[src/rtl/defines_pkg.sv]
// Shared types for the even-pipe issue controller: opcode set, latency classes, stage entry.
// Latency: n/a (types, constants and a pure combinational helper only).
// Backpressure: n/a.
package defines_pkg;

    localparam int EP_NUM_STAGES  = 7;
    localparam int EP_REG_ADDR_WD = 7;

    // Latency class: the stage from which a result may first be forwarded.
    typedef logic [2:0] ep_lat_t;

    // Forward-select encoding for "read from the register file".
    localparam ep_lat_t FWD_RF = 3'd0;

    typedef enum logic [4:0] {
        IMMEDIATE_LOAD_HALFWORD,
        IMMEDIATE_LOAD_WORD,
        IMMEDIATE_LOAD_ADDRESS,
        ADD_WORD,
        SUBTRACT_FROM_WORD,
        AND_WORD,
        OR_WORD,
        COMPARE_EQUAL_WORD,
        SHIFT_LEFT_HALFWORD_IMMEDIATE,
        SHIFT_LEFT_WORD,
        ROTATE_WORD,
        COUNT_ONES_IN_BYTES,
        AVERAGE_BYTES,
        FLOATING_ADD,
        FLOATING_MULTIPLY,
        FLOATING_MULTIPLY_AND_ADD,
        MULTIPLY,
        MULTIPLY_UNSIGNED,
        STOP_AND_SIGNAL
    } Opcodes;

    // One in-flight entry per pipe stage.
    typedef struct packed {
        logic                      vld;
        logic                      wr;
        logic [EP_REG_ADDR_WD-1:0] rt_addr;
        ep_lat_t                   lat;
    } ep_stage_t;

    function automatic ep_lat_t ep_latency(input Opcodes op);
        case (op)
            IMMEDIATE_LOAD_HALFWORD, IMMEDIATE_LOAD_WORD, IMMEDIATE_LOAD_ADDRESS,
            ADD_WORD, SUBTRACT_FROM_WORD, AND_WORD, OR_WORD, COMPARE_EQUAL_WORD:
                return 3'd2;
            SHIFT_LEFT_HALFWORD_IMMEDIATE, SHIFT_LEFT_WORD, ROTATE_WORD,
            COUNT_ONES_IN_BYTES, AVERAGE_BYTES:
                return 3'd4;
            FLOATING_ADD, FLOATING_MULTIPLY, FLOATING_MULTIPLY_AND_ADD:
                return 3'd6;
            MULTIPLY, MULTIPLY_UNSIGNED:
                return 3'd7;
            // Anything not classified is treated as the slowest unit.
            default:
                return 3'd7;
        endcase
    endfunction

endpackage

[src/rtl/ep_hazard_check.sv]
// RAW hazard check for one source operand: youngest in-flight writer decides ready / forward stage.
// Latency: purely combinational.
// Backpressure: ready_o low stalls issue; EP_FWD_EN selects bypass forwarding, otherwise wait for retire.
//
// Ports: src_used_i/src_addr_i describe the operand, stages_i is the stage array
// (index 0 = stage 1), ready_o / fwd_sel_o are the verdict for this operand.
module ep_hazard_check
    import defines_pkg::*;
#(
    parameter int NUM_STAGES = EP_NUM_STAGES,
    parameter int ADDR_WD    = EP_REG_ADDR_WD
) (
    input  logic                        src_used_i,
    input  logic [ADDR_WD-1:0]          src_addr_i,
    input  ep_stage_t [NUM_STAGES-1:0]  stages_i,
    output logic                        ready_o,
    output logic [2:0]                  fwd_sel_o
);

    logic found;

    // Scan from the youngest stage; the first hit shadows every older one,
    // so a not-ready young producer stalls even if an older one is ready.
    always_comb begin
        ready_o   = 1'b1;
        fwd_sel_o = FWD_RF;
        found     = 1'b0;
        for (int i = 0; i < NUM_STAGES; i++) begin
            if (src_used_i && !found && stages_i[i].vld && stages_i[i].wr &&
                (stages_i[i].rt_addr == src_addr_i)) begin
                found = 1'b1;
`ifdef EP_FWD_EN
                if (ep_lat_t'(i + 1) < stages_i[i].lat) begin
                    ready_o = 1'b0;
                end else begin
                    fwd_sel_o = ep_lat_t'(i + 1);
                end
`else
                // No bypass: any in-flight writer blocks until it has retired.
                ready_o = 1'b0;
`endif
            end
        end
    end

`ifndef EP_FWD_EN
    // Latency classes only matter when forwarding is built in.
    logic lat_unused;
    always_comb begin
        lat_unused = 1'b0;
        for (int i = 0; i < NUM_STAGES; i++) begin
            lat_unused = lat_unused ^ (^stages_i[i].lat);
        end
    end
`endif

endmodule

[src/rtl/ep_issue_ctrl.sv]
// Even-pipe issue controller/scoreboard: RAW stall, bypass selects, stage-7 writeback.
// Latency: issue is combinational; writeback strobes 7 cycles after issue.
// Backpressure: in_ready drops on flush, reset or an unready used source (EP_FWD_EN enables bypass).
//
// Ports: clk/rst (async, active-low); in_* decoded instruction with valid/ready;
// flush discards in-flight work; ep_issue/ep_opcode/ep_rt_addr feed even_pipe;
// fwd_sel_ra/rb/rc pick RF (0) or rf_data_sK_ep (2..7); wb_en/wb_addr write the RF;
// busy flags any valid in-flight entry.
module ep_issue_ctrl
    import defines_pkg::*;
#(
    parameter int REG_ADDR_WD = EP_REG_ADDR_WD,
    parameter int NUM_STAGES  = EP_NUM_STAGES
) (
    input  logic                   clk,
    input  logic                   rst,
    input  logic                   in_valid,
    output logic                   in_ready,
    input  Opcodes                 in_opcode,
    input  logic [REG_ADDR_WD-1:0] in_ra_addr,
    input  logic [REG_ADDR_WD-1:0] in_rb_addr,
    input  logic [REG_ADDR_WD-1:0] in_rc_addr,
    input  logic [2:0]             in_src_used,
    input  logic [REG_ADDR_WD-1:0] in_rt_addr,
    input  logic                   in_rt_wr,
    input  logic                   flush,
    output logic                   ep_issue,
    output Opcodes                 ep_opcode,
    output logic [REG_ADDR_WD-1:0] ep_rt_addr,
    output logic [2:0]             fwd_sel_ra,
    output logic [2:0]             fwd_sel_rb,
    output logic [2:0]             fwd_sel_rc,
    output logic                   wb_en,
    output logic [REG_ADDR_WD-1:0] wb_addr,
    output logic                   busy
);

    ep_stage_t [NUM_STAGES-1:0] stage_q, stage_d;
    logic rdy_ra, rdy_rb, rdy_rc;

    ep_hazard_check #(.NUM_STAGES(NUM_STAGES), .ADDR_WD(REG_ADDR_WD)) u_hz_ra (
        .src_used_i (in_src_used[0]),
        .src_addr_i (in_ra_addr),
        .stages_i   (stage_q),
        .ready_o    (rdy_ra),
        .fwd_sel_o  (fwd_sel_ra)
    );

    ep_hazard_check #(.NUM_STAGES(NUM_STAGES), .ADDR_WD(REG_ADDR_WD)) u_hz_rb (
        .src_used_i (in_src_used[1]),
        .src_addr_i (in_rb_addr),
        .stages_i   (stage_q),
        .ready_o    (rdy_rb),
        .fwd_sel_o  (fwd_sel_rb)
    );

    ep_hazard_check #(.NUM_STAGES(NUM_STAGES), .ADDR_WD(REG_ADDR_WD)) u_hz_rc (
        .src_used_i (in_src_used[2]),
        .src_addr_i (in_rc_addr),
        .stages_i   (stage_q),
        .ready_o    (rdy_rc),
        .fwd_sel_o  (fwd_sel_rc)
    );

    // rst is folded in so nothing is accepted while the pipe is held in reset.
    assign in_ready   = rst && !flush && rdy_ra && rdy_rb && rdy_rc;
    assign ep_issue   = in_valid && in_ready;
    assign ep_opcode  = in_opcode;
    assign ep_rt_addr = in_rt_addr;

    // Unconditional shift; stage 1 is loaded only by an issue.
    always_comb begin
        stage_d = '0;
        if (ep_issue) begin
            stage_d[0].vld     = 1'b1;
            stage_d[0].wr      = in_rt_wr;
            stage_d[0].rt_addr = in_rt_addr;
            stage_d[0].lat     = ep_latency(in_opcode);
        end
        for (int i = 1; i < NUM_STAGES; i++) begin
            stage_d[i] = stage_q[i-1];
        end
        if (flush) begin
            for (int i = 0; i < NUM_STAGES; i++) begin
                stage_d[i].vld = 1'b0;
            end
        end
    end

    always_ff @(posedge clk or negedge rst) begin
        if (!rst) begin
            stage_q <= '0;
        end else begin
            stage_q <= stage_d;
        end
    end

    // Writeback comes straight from the last stage register, so a flush in
    // the same cycle does not suppress it.
    assign wb_en   = stage_q[NUM_STAGES-1].vld && stage_q[NUM_STAGES-1].wr;
    assign wb_addr = stage_q[NUM_STAGES-1].rt_addr;

    always_comb begin
        busy = 1'b0;
        for (int i = 0; i < NUM_STAGES; i++) begin
            busy = busy | stage_q[i].vld;
        end
    end

endmodule

[config.mk]
export PLATFORM = sky130hd
export DESIGN_NAME = ep_issue_ctrl
export DESIGN_NICKNAME = d
export VERILOG_FILES = /design/src/rtl/defines_pkg.sv /design/src/rtl/ep_hazard_check.sv /design/src/rtl/ep_issue_ctrl.sv
export SDC_FILE = /design/constraint.sdc
export NUM_CORES = 1
export LEC_CHECK = 0
export BUFFER_PORTS_ARGS = -buffer_cell sky130_fd_sc_hd__buf_2
export CAP_MARGIN = 20
export CORE_AREA = 10 10 96 98
export CTS_CLUSTER_SIZE = 12
export DETAILED_ROUTE_END_ITERATION = 6
export DIE_AREA = 0 0 106 108
export PLACE_DENSITY = 0.87
export RECOVER_POWER = 100
export SYNTH_ARGS = -nofsm -noshare
export SYNTH_HDL_FRONTEND = slang
export SYNTH_SLANG_ARGS = --single-unit
[constraint.sdc]
create_clock -name clk -period 2.4 [get_ports clk]
set_input_delay 0.36 -clock clk [delete_from_list [all_inputs] [get_ports clk]]
set_output_delay 0.36 -clock clk [all_outputs]
set_load 0.02 [all_outputs]
# --- Yosys cells after proc, flatten, opt, wreduce, memory -nomap -nowiden ---
# Memory sizes are Yosys's and may differ from the RTL's.
# Cells that the tools add are included.
word_totals:
  word_cells: 202
  register_bits: 63
  mem_bits_rw: 0
  inputBits: 41
  output_inout_bits: 32
  latch_bits: 0
  n_memories: 1
  mem_bits_ro: 96
op_classes:
  addsub: 0
  n_lt_le_gt_ge: 0
  bitwise: 6
  shifts: 0
  n_eq_ne: 21
  n_mul: 0
  mux: 47
  div: 0
  n_reduce_logical: 106
memory_table:
  columns: ["name", "words", "width", "read_ports", "rd_clocked_by_memory_dff", "write_ports", "line", "rtl"]
  rows:
  - ["(no name shown)", 32, 3, 1, 0, 0, "defines_pkg.sv:46", "case (op)"]
op_table:
  columns: ["cell", "n"]
  rows:
  - ["equality test 7 bit", 21]
  - ["logical AND 1 bit", 87]
  - ["two-way mux 1 bit", 46]
  - ["logical NOT 1 bit", 19]
  - ["two-way mux 12 bit", 1]
  - ["OR 1 bit", 6]

# --- Logic depth before layout (Yosys ltp) ---
# Gate-level depths: netlist (run 1).
logic_depth:
  depth_word: 46
  mapped_depth: 8
  ltp_nobuf: 6

# --- Cells and area by module ---
# From an unflattened synthesis (run 1), not the netlist that was laid out.
hier_totals:
  hier_cells: 396
  hier_area_um2: 4580.6
by_module_without_submodules:
  columns: ["mod", "area_each_um2", "cells_per_inst", "seq_area_each_um2", "n_inst"]
  rows:
  - ["ep_issue_ctrl", 2534.9, 144, 2102.0, 1]
  - ["ep_hazard_check", 681.9, 84, 0.0, 3]

# --- Worst setup path after synthesis (run 1) ---
# Ideal clock, no wire load.
synth_path:
  kind: "input to output"
  from: "input in_rb_addr[2]"
  to: "output ep_issue"
  setup_slack_ns: 0.103
  path_buffers: 2
  arrival_ns: 1.937
  required_ns: 2.040
  stages: 8
  cell_sequence: "buf_4 xnor2_1 nand4_1 nor4_1 a21oi_1 a31oi_2 buf_6 nor4_1"
synth_via:
  elab_chain_cells: 42
  elab_cells_between_ends: 54
  cone_classes: "7 x eq/ne; 13 x mux; 34 x reduce/logical"
synth_rtl:
  columns: ["element", "line", "rtl"]
  rows:
  - ["start, declared", "ep_issue_ctrl.sv:21", "input logic [REG_ADDR_WD-1:0] in_rb_addr,"]
  - ["equality test 7 bit", "ep_hazard_check.sv:30", "(stages_i[i].rt_addr == src_addr_i)) begin"]
  - ["logical AND 1 bit", "ep_hazard_check.sv:29", "if (src_used_i && !found && stages_i[i].vld && stages_i[i].wr &&"]
  - ["two-way mux 1 bit", "ep_hazard_check.sv:29", null]
  - ["logical NOT 1 bit", "ep_hazard_check.sv:29", null]
  - ["logical AND 1 bit (4 in a row)", "ep_hazard_check.sv:29", null]
  - ["two-way mux 1 bit", "ep_hazard_check.sv:29", null]
  - ["logical NOT 1 bit", "ep_hazard_check.sv:29", null]
  - ["logical AND 1 bit (4 in a row)", "ep_hazard_check.sv:29", null]
  - ["[13 not listed]", null, null]
  - ["logical NOT 1 bit", "ep_hazard_check.sv:29", null]
  - ["logical AND 1 bit (4 in a row)", "ep_hazard_check.sv:29", null]
  - ["two-way mux 1 bit", "ep_hazard_check.sv:29", null]
  - ["logical NOT 1 bit", "ep_hazard_check.sv:29", null]
  - ["logical AND 1 bit (4 in a row)", "ep_hazard_check.sv:29", null]
  - ["two-way mux 1 bit *", "ep_hazard_check.sv:29", null]
  - ["logical AND 1 bit * (2 in a row)", "ep_issue_ctrl.sv:66", "assign in_ready = rst && !flush && rdy_ra && rdy_rb && rdy_rc;"]
  - ["logical AND 1 bit *", "ep_issue_ctrl.sv:67", "assign ep_issue = in_valid && in_ready;"]
  - ["end, declared", "ep_issue_ctrl.sv:27", "output logic ep_issue,"]
# Mark *: on every way between the ends. The rest lies on a longest branch, timed or not.

# --- Final worst setup path (run 1) ---
layout_path:
  from: "register stage_q, in the netlist stage_d[55]"
  to: "output in_ready"
layout_via:
  elab_chain_cells: 24
  elab_cells_between_ends: 75
  cone_classes: "3 x eq/ne; 21 x mux; 51 x reduce/logical"
layout_rtl:
  columns: ["element", "line", "rtl"]
  rows:
  - ["start, declared", "ep_issue_ctrl.sv:38", "ep_stage_t [NUM_STAGES-1:0] stage_q, stage_d;"]
  - ["start signal, assigned", "ep_issue_ctrl.sv:94", "stage_q <= stage_d;"]
  - ["equality test 7 bit", "ep_hazard_check.sv:30", null]
  - ["logical AND 1 bit", "ep_hazard_check.sv:29", null]
  - ["two-way mux 1 bit", "ep_hazard_check.sv:29", null]
  - ["logical NOT 1 bit", "ep_hazard_check.sv:29", null]
  - ["logical AND 1 bit (4 in a row)", "ep_hazard_check.sv:29", null]
  - ["two-way mux 1 bit", "ep_hazard_check.sv:29", null]
  - ["logical NOT 1 bit", "ep_hazard_check.sv:29", null]
  - ["logical AND 1 bit (4 in a row)", "ep_hazard_check.sv:29", null]
  - ["two-way mux 1 bit", "ep_hazard_check.sv:29", null]
  - ["logical NOT 1 bit", "ep_hazard_check.sv:29", null]
  - ["logical AND 1 bit (4 in a row)", "ep_hazard_check.sv:29", null]
  - ["two-way mux 1 bit", "ep_hazard_check.sv:29", null]
  - ["logical AND 1 bit (2 in a row)", "ep_issue_ctrl.sv:66", null]
  - ["logical AND 1 bit *", "ep_issue_ctrl.sv:66", null]
  - ["end, declared", "ep_issue_ctrl.sv:18", "output logic in_ready,"]
# Marks and branches as above.

==> results of run 1 <==
==> layer usage <==
layer  vias up  GRT usage  share of wire
li1       1282          -              -
met1      1371     0.2116           0.39
met2       103     0.3163           0.50
met3        24    0.06425          0.081
met4         0    0.07930          0.021
met5         -          0              0
==> repair_timing <==
item / in CTS / in global routing
setup endpoints to repair: 2 / 2
gates resized for setup: 29 / 4
buffers inserted: 9 / 1
pin swaps: 14 / 4
==> cell families (layout without fill, tap and decap cells) <==
kind of cell    count (synthesis)  in the layout  synth area share
xor+xnor                      147            147            0.3150
flops                          63             63            0.3857
buf+inv                        56             93            0.1157
other cells                     1              9         0.0009174
simple gates                   89             89            0.1503
compound gates                 13             13           0.03245
==> stage by stage <==
step / setup WS, ps / power (mW)
finish: -59.63 / 2.448
floorplan: 103.4 / 1.440
global route: -155.3 / 2.543
global placement: 63.28 / 1.496
detailed placement: -27.04 / 1.504
CTS: -73.29 / 2.459
==> registers in the layout, summed over array words and instances, names as in the netlist <==
signal,cells
stage_d,48
stage_q,8
wb_addr,7
==> cell usage after synthesis, drive strengths merged (3+ instances only) <==
library cell,count
a21oi,7
nor4,35
nand4,16
xor2,77
nand3,17
xnor2,70
buf,52
dfrtp,63
nor2b,6
inv,3
nand2,7
==> worst max-delay path: stages (launching register included) <==
cell      delay [ps]
dfrtp_1          470
xor2_1           280
nor4_2            90
a21oi_1          260
a21boi_2         100
buf_6            140
nor4b_4          240
buf_4            180
==> power by group through the flow <==
stage                     Sequential (mW)  Combinational, mW  Clock (mW)
after floorplan                      1.14              0.303           0
after global placement               1.14              0.353           0
after detailed placement             1.15              0.359           0
after CTS                            1.13              0.382       0.951
after global routing                 1.13              0.417       0.996
final                                1.13              0.384       0.938
==> area by class of cell <==
type	count	area, um2
inverter	3	11.26
tap	102	127.6
timing repair buffer	74	435.4
fill	632	2860
sequential	63	1580
clock buffer	11	141.4
multi-input combinational	258	2233
clock inverter	5	57.56
==> path summary, 6_finish.rpt <==
check | startpoint | endpoint | cells past startpoint
worst max register to register | stage_d[32]$_DFF_PN0_ | stage_d[19]$_DFF_PN0_ | 9
worst min register to register | stage_d[58]$_DFF_PN0_ | stage_d[70]$_DFF_PN0_ | 0
min in group clk | flush | stage_q[83]$_DFF_PN0_ | 2
max in group asynchronous | rst | stage_d[78]$_DFF_PN0_ | 2
worst max-delay path | stage_d[55]$_DFF_PN0_ | in_ready | 7
worst min-delay path | rst | stage_d[53]$_DFF_PN0_ | 2
==> metrics, run 1 <==
outcome=finished with violations; failing checks=setup timing; final RePlAce weighted congestion=0.9417; fmax=between 400 and 500 MHz; CTS H-tree depth=3; CTS Hold Bufs=0; hold_ws=223.7 ps; share of synthesized registers carrying an async set or reset=1.000; sw frac=0.2867; Reg clk slew, reported paths=~70 ps; largest net degree at the start of global routing=64; CTS Sinks=63; CP Capture Type=primary output; Synth cell types=30; part of the power in registers=0.460; Final #Nets=450; DP Area=a little over 0.004 mm2; Max Cap Viol=0; Diodes inserted=0; Fin Clk Skew=between 8 and 9 ps; worst setup margin=-59.63 ps; Area Growth Syn to Fin=12.21%; CP required=2040 ps; register-to-register setup slack=240 ps; Tcrit/Tclk final=1.025; post-route minimum period=2460 ps; via count=2780; drt pass-1 iters=4; vias in the first global route=3123; WL final=10350 um; top cell type's share of synthesized area=0.3857; EDFF count, synth=0; most common cell after layout, fill and taps aside=xor2_1; Core Util, Final=0.6159; layout cells sized above 1=0.3309; Post-Layout Inst Area=0.004587 mm2; cell row count=32; flops & latches, synth=63; hpwl dp=8088 um; Die W=106 um; worst-margin pin slew=776.8 ps; synth warn=0; core box area=between 0.007 and 0.008 mm2; die area=0.01145 mm2; via/cell ratio=5.388; Slew Limit Fails=0; initial core utilization=0.5489; register area share after synthesis=0.3857; antenna-violating nets left=0; dominant cells by area after synthesis=dfrtp_1, xor2_1, xnor2_1, buf_4, buf_6; setup TNS=-114.4 ps; hold crit path type=input pin to async pin; Final Hold Viols=0; Non-Filler Instances=516; placed insts=490; first-pass GRT wire length=between 15000 and 20000 um; Setup crit start kind=flop; # IOs=73; CTS tree=done; slew margin rel.=0.4821; root buffer cell=clkbuf_8; Tot GR Track Use=0.1867; drt drc=0; Synth area leader=dfrtp_1; Port Buffers=53; antenna violations before repair=0; Clock power frac=0.383; WP data arrival=2100 ps; Power per Cell Area=around 530 mW/mm2; Die H=108 um; Inserted Clock Buffers=9; GRT Residual Overflow=0; peak supply drop=0.0002931 V; crit-path max FO=4; synthesized instance count=369; clk_lat worst skew=~350 ps; initial DRC count=140; RSZ-0062 raised after global routing=yes; most frequent cells in the layout=xor2_1, xnor2_1, dfrtp_1, buf_2, buf_4; ys flop type=dfrtp_1; switching power total=0.7018 mW; Syn Area/Cell=roughly 11 um2; Comb pwr share=0.157; Final setup viols=2; leak pwr=2.060 nW; CP Class=flop to primary output; Clock Path Buffers=2; Mapped Area=0.004088 mm2; Internal=1.746 mW; wire length per cell=20.05 um
No activity file was read; power rests on OpenSTA's default activity.
==> run 2: changes to the inputs <==
--- a/config.mk
+++ b/config.mk
@@ -13,6 +13,7 @@
 export DIE_AREA = 0 0 106 108
 export PLACE_DENSITY = 0.87
 export RECOVER_POWER = 100
+export SKIP_CTS_REPAIR_TIMING = 1
 export SYNTH_ARGS = -nofsm -noshare
 export SYNTH_HDL_FRONTEND = slang
 export SYNTH_SLANG_ARGS = --single-unit
==> run 2 against run 1 <==
  * The flow finishes with violations (capacitance limit, slew limit, setup timing)
  * Largest cell class unchanged
  * Highest routed layer unchanged
  * Critical endpoint unchanged
  * Clock power down 0.5%
  * Maximum frequency shrank 1.9%
  * Hold slack improved by 34 ps
  * Count of clock-buffer cells in the layout unchanged
==> metrics, run 2 (same netlist as run 1, synthesis figures left out) <==
initial core utilization=0.5489; fmax=398.8 MHz; CP Capture Type=primary output; most frequent cells in the layout=xor2_1, xnor2_1, dfrtp_1, buf_2; Inserted Clock Buffers=9; antenna-violating nets left=0; # IOs=73; failing checks=capacitance limit, slew limit, setup timing; Max Cap Viol=1; worst setup margin=-107.6 ps; HP Start=flush; final RePlAce weighted congestion=0.9417; root buffer cell=clkbuf_8; Final setup viols=2; initial DRC count=129; Worst Hold End=stage_q[83]$_DFF_PN0_; Slew Limit Fails=64; worst-margin pin slew=1547 ps; antenna violations before repair=0; Clock power frac=0.385; cell row count=32; drt pass-1 iters=4; worst reg2reg path depth=7; most common cell after layout, fill and taps aside=xor2_1; Power per Cell Area=approximately 550 mW/mm2; Comb pwr share=0.151; Final #Nets=442; sw frac=0.2846; CTS Sinks=63; hold crit path type=input pin to flop; r2r endpoint=stage_q[11]$_DFF_PN0_; Filler cells=~630; vias in the first global route=3057; Final Hold Viols=0; Reg2Reg Launch Point=stage_d[57]$_DFF_PN0_; die area=0.01145 mm2; wire length per cell=about 20 um; largest net degree at the start of global routing=64; setup TNS=-206.5 ps; layout cells sized above 1=0.2512; slew margin rel.=-0.03165; crit-path max FO=4; placed insts=between 400 and 500; Non-Filler Instances=508; WP data arrival=2150 ps; Tot GR Track Use=0.1799; via/cell ratio=5.421; post-route minimum period=between 2000 and 3000 ps; leak pwr=1.926 nW; peak supply drop=0.0002865 V; Clock Path Buffers=2; WL final=roughly 10000 um; register-to-register setup slack=approximately 320 ps; Die W=106 um; Die H=108 um; CP required=2040 ps; Diodes inserted=0; CP Class=flop to primary output; Tcrit/Tclk final=1.045; RSZ-0062 raised after global routing=yes; CTS tree=done; Reg clk slew, reported paths=80 ps; part of the power in registers=0.464; Port Buffers=between 50 and 60; Fin Clk Skew=8.533 ps; Setup crit start kind=flop; GRT Residual Overflow=0; outcome=finished with violations; drt drc=0; CTS H-tree depth=3; Internal=1.736 mW; via count=approximately 2800; hpwl dp=8088 um; core box area=between 0.007 and 0.008 mm2; max FFs per register=48; switching power total=0.6905 mW; Worst Hold Depth=2; first-pass GRT wire length=~16000 um; clk_lat worst skew=350 ps; Area Growth Syn to Fin=8.050%
## run 2: changes by cell type in the layout (fill, tap and decap cells not counted), moves of 6 or more
cell      change
buf_2        -16
buf_4         -6
clkbuf_1     +16
xnor2_1       +6
xnor2_2       -6
## run 2: through the flow
stage	instance area [um2]	total power, mW	util	hold slack, ps	worst slack [ps]
after floorplan	4118	1.440	-	64.41	103.4
after global placement	4131	1.496	0.5548	357.5	63.28
after detailed placement	4131	1.504	0.5548	360.1	-27.04
after CTS	4330	2.436	0.5815	239.2	-292.1
after global routing	4417	2.524	0.5931	253.7	-210.3
final	4417	2.426	0.5931	257.4	-107.6
## run 2: power by group through the flow
stage / Combinational [mW] / Sequential (mW) / Clock (mW)
after global routing: 0.400 / 1.13 / 0.995
final: 0.367 / 1.13 / 0.933
after detailed placement: 0.359 / 1.15 / 0
after CTS: 0.360 / 1.12 / 0.951
after floorplan: 0.303 / 1.14 / 0
after global placement: 0.353 / 1.14 / 0
## run 2: worst max path at each step
stage	startpoint	endpoint	cells past startpoint
2_1_floorplan	in_rb_addr[2]	ep_issue	8
3_3_place_gp	in_ra_addr[1]	ep_issue	9
3_5_place_dp	in_ra_addr[1]	ep_issue	9
4_1_cts	stage_d[76]$_DFF_PN0_	ep_issue	8
5_1_grt	stage_d[78]$_DFF_PN0_	in_ready	8
6_report	stage_d[57]$_DFF_PN0_	in_ready	6
## run 2: routing by layer
layer  wire [um]  share of wire  track usage
met5           0              0            0
met4         319          0.031      0.08317
met3         862          0.085      0.06603
met2        4959           0.49       0.3008
met1        4008           0.39       0.2019
## run 2: critical path, stage by stage (launching register included)
cell and delay [ps]:
dfrtp_1 440, xor2_1 170, nor4_1 430, a21oi_1 180
a21boi_2 320, nor4b_4 90, buf_4 170
## run 2: layout make-up
class	instances	area, um2	share of cell area
clock inverter	5	57.56	0.01303
inverter	3	11.26	0.002550
multi-input combinational	258	2153	0.4875
tap	102	127.6	0.02890
clock buffer	11	141.4	0.03201
timing repair buffer	66	345.3	0.07819
sequential	63	1580	0.3578
==> run 3: changes to the inputs <==
==> constraint.sdc (replaced) <==
create_clock -name clk -period 2.4 [get_ports clk]
set_input_delay 0 -clock clk [delete_from_list [all_inputs] [get_ports clk]]
set_output_delay 0 -clock clk [all_outputs]
set_load 0.02 [all_outputs]
==> run 3 against run 2 <==
  * The flow finishes with violations (capacitance limit, slew limit)
  * Largest power group unchanged
  * Routed wire length fell by 0.22%
  * Worst setup slack improved by 180 ps
  * Count of clock-buffer cells in the layout fell by 1
  * Critical path depth rose by 1
  * Cell area rose by 1.6%
  * Cell count rose by 2.2%
  * Die area did not move
  * Register-to-register slack got worse by 240 ps
  * Global-route usage fell by 0.81 points
==> metrics, run 3 (same netlist as run 1, synthesis figures left out) <==
via count=2857; leak pwr=a little under 2 nW; die area=0.01145 mm2; peak supply drop=around 0.00033 V; hold crit path type=input pin to primary output; Slew Limit Fails=64; root buffer cell=clkbuf_8; worst reg2reg path depth=7; WL final=10130 um; Internal=1.738 mW; Non-Filler Instances=519; Comb pwr share=0.153; Final #Nets=453; Setup crit start kind=flop; GRT Residual Overflow=0; CTS Sinks=63; fmax=430.2 MHz; part of the power in registers=0.466; drt drc=0; most common cell after layout, fill and taps aside=xor2_1; hold_ws=0.04353 ps; hpwl dp=between 7000 and 8000 um; Final Hold Viols=0; post-route minimum period=2324 ps; layout cells sized above 1=0.2086; via/cell ratio=5.505; antenna-violating nets left=0; outcome=finished with violations; CP endpoint=stage_d[21]$_DFF_PN0_; sw frac=0.2817; Die H=108 um; placed insts=a little under 500; Port Buffers=53; switching power total=0.6816 mW; failing checks=capacitance limit, slew limit; WP data arrival=2560 ps; Power per Cell Area=539.0 mW/mm2; CP Capture Type=flop; # IOs=73; Final setup viols=0; setup TNS=0 ps; Worst Setup SP=stage_d[18]$_DFF_PN0_; Clock power frac=0.381; Reg2Reg Launch Point=stage_d[18]$_DFF_PN0_; Die W=106 um; register-to-register setup slack=around 76 ps; Tcrit/Tclk final=0.9685; Diodes inserted=0; Area Growth Syn to Fin=9.826%; crit-path max FO=10; antenna violations before repair=0; worst-margin pin slew=about 1500 ps; wire length per cell=19.51 um; initial DRC count=241; cell row count=32; CTS H-tree depth=3; initial core utilization=0.5489; slew margin rel.=-0.01990; core box area=0.007447 mm2; Reg clk slew, reported paths=70 ps; clk_lat worst skew=350 ps; max FFs per register=48; final RePlAce weighted congestion=1.003; Fin Clk Skew=6.616 ps; CP Class=flop to flop; CP required=2630 ps; Max Cap Viol=1; Tot GR Track Use=0.1718; r2r endpoint=stage_d[21]$_DFF_PN0_; largest net degree at the start of global routing=between 60 and 70; Inserted Clock Buffers=9; vias in the first global route=about 3000; Clock Path Buffers=2; drt pass-1 iters=5; CTS tree=done; most frequent cells in the layout=xor2_1, xnor2_1, dfrtp_1, buf_2, nor4_1; first-pass GRT wire length=15310 um
[run 3: cell types whose count changed in the layout (fill, tap and decap cells not counted), sizes merged]
cell         previous run  this run
clkinv                  1         3
clkbuf                 28        27
dlygate4sd3             0        16
buf                    49        44
clkinvlp                3         2
[run 3: layout make-up]
type	instances	area [um2]
inverters	3	11.26
clock buffers	10	137.6
multi-input cells	258	2097
fillers	615	2958
repair buffers	77	479.2
clock inverters	6	60.06
well taps	102	127.6
flip-flops and latches	63	1577
[run 3: layer usage]
| metal | GRT usage | routed length (um) | vias up |
|---|---|---|---|
| met1 | 0.1970 | 4095 | 1397 |
| li1 | - | - | 1291 |
| met5 | 0 | 0 | - |
| met2 | 0.2884 | 4922 | 153 |
| met4 | 0.06383 | 188 | 0 |
| met3 | 0.06425 | 921 | 16 |
[run 3: metrics by stage]
stage / power (mW) / area [um2] / setup slack, ps / utilization
global placement: 1.480 / 4079 / 501.6 / 0.5477
CTS: 2.407 / 4277 / 36.70 / 0.5743
global route: 2.513 / 4489 / -26.90 / 0.6028
floorplan: 1.440 / 4118 / 495.2 / -
finish: 2.420 / 4489 / 75.68 / 0.6028
detailed placement: 1.494 / 4079 / 435.4 / 0.5477
[run 3: worst max-delay path, stage by stage (launching register included)]
cell and delay [ps]:
dfrtp_1 440, xor2_1 180, or4_4 550, o22ai_4 200, nor3_4 90, nand3_1 130, dlygate4sd3_1 570, nor4_2 40
[run 3: how the worst min path moves through the flow]
stage,start,endpoint,slack [ps],depth (start not counted)
after global placement,in_opcode[2],ep_opcode[2],0.1,0
final,in_opcode[2],ep_opcode[2],0.04,0
after global routing,in_opcode[0],ep_opcode[0],0.04,0
after floorplan,rst,stage_d[15]$_DFF_PN0_,-300,0
after detailed placement,in_opcode[2],ep_opcode[2],0.1,0
after CTS,rst,stage_d[17]$_DFF_PN0_,-110,2
[run 3: power groups by stage]
| stage | Clock (mW) | Combinational, mW | Sequential (mW) |
|---|---|---|---|
| 4_1_cts | 0.931 | 0.351 | 1.13 |
| 2_1_floorplan | 0 | 0.303 | 1.14 |
| 3_3_place_gp | 0 | 0.338 | 1.14 |
| 3_5_place_dp | 0 | 0.348 | 1.15 |
| 6_report | 0.923 | 0.370 | 1.13 |
| 5_1_grt | 0.983 | 0.401 | 1.13 |
